**config.mk**
```make
export PLATFORM = sky130hd
export DESIGN_NAME = adc_lane_bitslip_align
export DESIGN_NICKNAME = d
export VERILOG_FILES = /design/src/rtl/adc_lane_bitslip_align.sv
export SDC_FILE = /design/constraint.sdc
export NUM_CORES = 1
export LEC_CHECK = 0
export ABC_AREA = 1
export BUFFER_PORTS_ARGS = -buffer_cell sky130_fd_sc_hd__clkbuf_2
export CAP_MARGIN = 30
export CELL_PAD_IN_SITES_DETAIL_PLACEMENT = 2
export CELL_PAD_IN_SITES_GLOBAL_PLACEMENT = 2
export CORE_ASPECT_RATIO = 1.25
export CORE_MARGIN = 4
export CORE_UTILIZATION = 32
export DETAILED_ROUTE_END_ITERATION = 8
export GPL_TIMING_DRIVEN = 0
export MAX_ROUTING_LAYER = met4
export PLACE_DENSITY = 0.91
export SYNTH_ARGS = -nofsm -noshare
export SYNTH_HDL_FRONTEND = slang
export SYNTH_SLANG_ARGS = --single-unit
```
**constraint.sdc**
```tcl
create_clock -name clk -period 3 [get_ports clk]
set_input_delay 0.45 -clock clk [delete_from_list [all_inputs] [get_ports clk]]
set_output_delay 0.45 -clock clk [all_outputs]
set_load 0.005 [all_outputs]
```
**src/rtl/adc_lane_bitslip_align.sv**
```systemverilog
// Per-lane word aligner: slips each ISERDES lane until its word matches the
// training pattern, reports lock per lane, and forwards din with one register stage.
module adc_lane_bitslip_align #(
  parameter int                   DATA_WIDTH = 10,
  parameter int                   SER_RATIO  = 8,
  parameter logic [SER_RATIO-1:0] PATTERN    = 8'hA5,
  parameter int                   SETTLE_CYC = 8,
  parameter int                   MATCH_CYC  = 4
) (
  input  logic                            clk,
  input  logic                            rst,
  input  logic                            train_start,
  input  logic [DATA_WIDTH*SER_RATIO-1:0] din,
  output logic [DATA_WIDTH-1:0]           bitslip,
  output logic [DATA_WIDTH-1:0]           lane_locked,
  output logic                            busy,
  output logic                            done,
  output logic                            fail,
  output logic [DATA_WIDTH*SER_RATIO-1:0] dout,
  output logic                            dout_valid
);

  // state  | meaning
  // IDLE   | waiting for train_start
  // SETTLE | letting ISERDES output settle after a start or slip
  // CHECK  | counting consecutive pattern matches per unlocked lane
  // SLIP   | one-cycle bitslip pulse on every unlocked lane
  // DONE   | all lanes locked, data valid
  // FAIL   | some unlocked lane ran out of slips
  typedef enum logic [2:0] {IDLE, SETTLE, CHECK, SLIP, DONE, FAIL} state_t;

  localparam int TMR_MAX = (SETTLE_CYC > MATCH_CYC) ? SETTLE_CYC : MATCH_CYC;
  localparam int TMR_W   = $clog2(TMR_MAX + 1);
  localparam int MCH_W   = $clog2(MATCH_CYC + 1);
  localparam int SLIP_W  = $clog2(SER_RATIO + 1);

  localparam logic [TMR_W-1:0]  SETTLE_LOAD = TMR_W'(SETTLE_CYC - 1);
  localparam logic [TMR_W-1:0]  MATCH_LOAD  = TMR_W'(MATCH_CYC - 1);
  localparam logic [MCH_W-1:0]  MATCH_DONE  = MCH_W'(MATCH_CYC);
  localparam logic [SLIP_W-1:0] SLIP_MAX    = SLIP_W'(SER_RATIO);

  state_t              state;
  logic [TMR_W-1:0]    timer;
  logic [MCH_W-1:0]    match_cnt [DATA_WIDTH];
  logic [SLIP_W-1:0]   slip_cnt  [DATA_WIDTH];

  logic [MCH_W-1:0]    cnt_next  [DATA_WIDTH];
  logic [DATA_WIDTH-1:0] locked_next;
  logic [DATA_WIDTH-1:0] exhausted;

  // Lock decision for the final CHECK cycle includes this cycle's compare.
  always_comb begin
    locked_next = lane_locked;
    exhausted   = '0;
    for (int i = 0; i < DATA_WIDTH; i++) begin
      cnt_next[i] = '0;
      if (din[i*SER_RATIO +: SER_RATIO] == PATTERN)
        cnt_next[i] = match_cnt[i] + MCH_W'(1);
      if (!lane_locked[i] && cnt_next[i] == MATCH_DONE)
        locked_next[i] = 1'b1;
      exhausted[i] = !locked_next[i] && (slip_cnt[i] == SLIP_MAX);
    end
  end

  always_ff @(posedge clk) begin
    if (rst) begin
      state       <= IDLE;
      timer       <= '0;
      bitslip     <= '0;
      lane_locked <= '0;
      busy        <= 1'b0;
      done        <= 1'b0;
      fail        <= 1'b0;
      dout        <= '0;
      dout_valid  <= 1'b0;
      for (int i = 0; i < DATA_WIDTH; i++) begin
        match_cnt[i] <= '0;
        slip_cnt[i]  <= '0;
      end
    end else begin
      dout    <= din;
      bitslip <= '0;
      unique case (state)
        IDLE, DONE, FAIL: begin
          if (train_start) begin
            state       <= SETTLE;
            timer       <= SETTLE_LOAD;
            busy        <= 1'b1;
            done        <= 1'b0;
            fail        <= 1'b0;
            dout_valid  <= 1'b0;
            lane_locked <= '0;
            for (int i = 0; i < DATA_WIDTH; i++) begin
              match_cnt[i] <= '0;
              slip_cnt[i]  <= '0;
            end
          end
        end
        SETTLE: begin
          if (timer == '0) begin
            state <= CHECK;
            timer <= MATCH_LOAD;
            for (int i = 0; i < DATA_WIDTH; i++) match_cnt[i] <= '0;
          end else begin
            timer <= timer - TMR_W'(1);
          end
        end
        CHECK: begin
          for (int i = 0; i < DATA_WIDTH; i++) match_cnt[i] <= cnt_next[i];
          if (timer != '0) begin
            timer <= timer - TMR_W'(1);
          end else begin
            lane_locked <= locked_next;
            if (&locked_next) begin
              state      <= DONE;
              busy       <= 1'b0;
              done       <= 1'b1;
              dout_valid <= 1'b1;
            end else if (|exhausted) begin
              state <= FAIL;
              busy  <= 1'b0;
              fail  <= 1'b1;
            end else begin
              state   <= SLIP;
              bitslip <= ~locked_next;
              for (int i = 0; i < DATA_WIDTH; i++)
                if (!locked_next[i]) slip_cnt[i] <= slip_cnt[i] + SLIP_W'(1);
            end
          end
        end
        SLIP: begin
          state <= SETTLE;
          timer <= SETTLE_LOAD;
        end
        default: state <= IDLE;
      endcase
    end
  end

endmodule
```
## Word level (Yosys, flattened, before mapping)

Memory sizes are Yosys's and may differ from the RTL's.
Cells that the tools add are included.

- Register bits: 110
- Memory bits (writable): 70
- Input bits: 83
- Output and inout bits: 104
- Word-level logic and storage cells: 360
- Memories: 2

Memory list:

| memory | depth | bits a word | read ports | clocked after memory_dff | write ports | line | text |
|---|---|---|---|---|---|---|---|
| slip_cnt | 10 | 4 | 10 | 0 | 10 | 45 | `logic [SLIP_W-1:0] slip_cnt [DATA_WIDTH];` |
| match_cnt | 10 | 3 | 10 | 0 | 10 | 44 | `logic [MCH_W-1:0] match_cnt [DATA_WIDTH];` |

- Add/sub/neg operators: 21
- Eq/ne operators: 43
- Mux-type cells: 179
- Bitwise operators: 52
- Reductions and logical operators: 55

Operators with widths:

| kind | number |
|---|---|
| 3-bit two-way mux | 45 |
| 1-bit two-way mux | 103 |
| 4-bit two-way mux | 23 |
| 8-bit equality test, second input constant | 10 |
| 1-bit bitwise OR | 50 |
| 4-bit by 1-bit adder with 4-bit output, second input constant | 10 |
| 4-bit equality test, second input constant | 10 |
| 3-bit equality test, second input constant | 12 |
| 3-bit by 1-bit adder with 3-bit output, second input constant | 10 |
| 1-bit logical AND | 20 |
| 1-bit zero test | 20 |
| 10-bit two-way mux | 2 |
| 10-bit case mux with 2 select lines | 1 |
| 4-bit case mux with 4 select lines | 1 |
| 2-bit inequality test, second input constant | 7 |
| 14-bit OR reduction | 1 |
| 3-bit case mux with 4 select lines | 1 |
| 10-bit NOT | 1 |
| 10-bit AND reduction | 1 |
| 10-bit OR reduction | 1 |
| 3-bit AND reduction | 3 |
| 4-bit AND reduction | 2 |
| 4-bit nonzero test | 2 |
| 3-bit by 2-bit equality test with 1-bit output, second input constant | 2 |
| other kinds (10) | 12 |

## Depth between registers and ports, before layout

- Depth after elaboration: 15
- Gate-level depth with buffers: 14
- Mapped depth without buffers: 14

## Worst setup path after synthesis

Ideal clock, no wire load.

- Kind: register to register
- Start point: register timer[0]
- End point: memory match_cnt[0][0] in the netlist's numbering, enable pin
- Library setup time: 0.419 ns
- Arrival time: 2.106 ns
- Data required time: 2.581 ns
- Path slack: 0.475 ns
- Cell stages (with the launch flop): 5
- Buffers on the path: 0
- Period minus slack after synthesis: 2.525 ns
- Cells stage by stage: dfxtp_1 > inv_1 > ha_1 > nand3_1 > o211ai_1

RTL lines:

| item | line | text |
|---|---|---|
| start, declared | 43 | `logic [TMR_W-1:0] timer;` |
| start signal, assigned | 105 | `timer <= timer - TMR_W'(1);` |
| start signal, assigned | 111 | `timer <= timer - TMR_W'(1);` |
| end, declared | 44 |  |

==> run metrics <==
outcome completed; relative slew slack between 40% and 50%; CP required a little over 3 ns; Initial Util between 30% and 40%; share of cells above drive strength 1 26.4%; Lkg Pwr around 4.8 nW; aggregate global-route resource usage 18.1%; Slew @ Worst Pin between 0.7 and 0.8 ns; HPWL after detailed placement 18,300 µm; Clock Sinks 180; hold buffers post-CTS 0; DIE WIDTH 147 µm; main flop type after synthesis dfxtp_1; crit path DAT between 2 and 3 ns; EDFF count, synth 70; initial antenna violation count 0; Synth top area share approximately 28%; crit end category flip-flop; period utilisation layout 86.5%; mapped cell area just under 8000 µm²; clock skew between 0.015 and 0.02 ns; Area contributors post-synth dfxtp_1, edfxtp_1, inv_1; DRC violations left 0; core region area ~24,000 µm²; post-synth cell types 36; Routed WL between 20,000 and 25,000 µm; post-route minimum period approximately 2.6 ns; PortBufs 185; P&R area growth vs syn 24.9%; row count 63; chip height roughly 180 µm; Die Area 26,900 µm²; largest net degree at the start of global routing 18; maximum clock rate between 300 and 400 MHz; clock latency on the worst-skew pair ~0.44 ns; DRT Pass-1 Iters 4; vias per inst between 4 and 5; Mapped Cells between 800 and 900; crit-path max FO 7; CTS root buffer clkbuf_16; Placement Setup Slack between 0.2 and 0.25 ns; IR drop worst, VDD 451 µV; post-synthesis async set-or-reset flop share 0%; final setup fails 0; Num CTS Buffers 17; clk slew on worst S/H paths roughly 0.070 ns; RSZ-0062 raised after global routing no; Pwr Density 699 nW/µm²; post-layout net count around 1,200; Tot Pwr between 6 and 7 mW; Setup Buffers After CTS 0; H-tree Lvls 4; register bit total from synthesis between 150 and 200; Mean Syn Cell Area 8.98 µm²; fin worst setup slack 0.405 ns; Routed Antenna Nets 0; DR WL/cell approximately 17 µm; number of max-cap violations 0; first-pass GRT wire length between 30,000 and 40,000 µm; min-delay worst type primary input to flip-flop; Hold Vio Cnt, Final 0; Longest Clk Path Bufs 2; global route total overflow 0; vias in the first global route slightly above 7,000; io pins ~190; Post-Syn Nets 981; routability congestion estimate around 0.76; vias between 6,000 and 7,000; post-route cell area approximately 9700 µm²; diode count 0; sequential fraction of the synthesis area between 50% and 60%; TritonCTS clock tree built; post-CTS sizing 0; Placed Area between 9000 and 10,000 µm²; Ys Warns 0; critical path launch point type flip-flop; post-synth top area cell dfxtp_1; 1st-iter DRT viols 150; critical setup path kind flip-flop to flip-flop; hold slack between 0.2 and 0.25 ns; Slew Viols, Final 0
[flip-flops by register name, indices dropped and copies added (netlist names)]
name	count
busy	1
lane_locked	10
slip_cnt	40
bitslip	10
match_cnt	30
state	3
fail	1
dout	80
dout_valid	1
timer	4
[Yosys cell counts (all sizes together) (5+ instances only)]
master and n:
clkbuf 8, nand3 36, and3b 5, nand2 112, ha 32, xor2 14
dfxtp 110, nor2 210, buf 6, nor3 16, edfxtp 70, xnor2 11
inv 199, nand4 5, a211oi 7, o21ai 9, a21oi 6
[power breakdown]
part | switching [mW] | internal, mW | leakage [nW]
clock network | 1.01 | 1.21 | 0.274
registers | 0.218 | 2.91 | 1.67
logic | 0.961 | 0.480 | 2.81
total | 2.19 | 4.60 | 4.76
[area by class of cell]
cell class              instances  area [µm²]
clock inverters                12         118
inverters                     199         754
plain buffers                  14        57.6
flip-flops and latches        180        4300
fillers                      2716       14100
well taps                     325         407
clock buffers                  20         458
multi-input cells             473        2660
repair buffers                188         952
[through the flow]
stage                     util [%]  setup TNS (ns)  std cells
after floorplan                  -               0        866
after detailed placement      38.4               0       1378
final                         40.8               0       1411
after CTS                     40.8               0       1410
after global placement        38.3           -5.38       1376
after global routing          40.8               0       1411
[metal layers]
metal  GRT usage, %  share of wire, %  vias up  wire length (µm)
met4           6.53               2.3        0               530
met3           3.03               3.3       30               768
met5              -                 0        -                 0
met1           17.7                37     3065              8570
li1               -                 -     3035                 -
met2           35.3                58      129             13500
[logic make-up (layout without fill, tap and decap cells)]
kind of cell / after synthesis / in the layout / synth area share [%]
AND/OR/NAND/NOR: 389 / 389 / 24.2
adder cells (fa/ha/maj): 32 / 32 / 5.15
AO/OA/AOI/OAI: 27 / 27 / 2.11
flip-flops: 180 / 180 / 55.3
XOR/XNOR: 25 / 25 / 2.81
buffers and inverters: 213 / 433 / 10.4
[layout by cell type (no fill, tap or decap), types with 2 or more instances in the layout]
cell / count
a211oi_1: 7
a21oi_1: 6
a31oi_1: 2
and3b_1: 5
buf_1: 4
buf_4: 3
clkbuf_1: 10
clkbuf_16: 18
clkbuf_2: 185
clkinv_4: 2
clkinvlp_4: 3
dfxtp_1: 110
edfxtp_1: 70
ha_1: 32
inv_1: 193
inv_2: 4
inv_4: 3
inv_6: 5
nand2_1: 110
nand3_1: 23
nand3_2: 5
nand3_4: 8
nand3b_1: 3
nand4_1: 5
nor2_1: 166
nor2_2: 39
nor2_4: 4
nor3_1: 14
nor3_4: 2
nor4_1: 2
o211ai_1: 2
o21ai_0: 8
xnor2_1: 11
xor2_1: 14
[path summary, 6_finish.rpt]
check | start | endpoint | slack [ns] | cells past startpoint
worst max register to register | match_cnt[2][0] | slip_cnt[2][1] | 0.41 | 12
worst min register to register | busy | busy | 0.49 | 2
worst min-delay path | din[78] | dout[78] | 0.22 | 3
worst max-delay path | match_cnt[2][0] | slip_cnt[2][1] | 0.41 | 12
[critical path, cell delays in order (launching register included)]
cell	delay, ns
edfxtp_1	0.42
ha_1	0.31
inv_1	0.07
nand2_1	0.06
nor2_1	0.14
nand2_1	0.14
nand4_1	0.12
nand2_1	0.12
nor2_4	0.17
nand3_4	0.17
inv_6	0.19
nand3_4	0.14
nand2_1	0.22
Note: power is estimated with default switching activity, not from simulation.
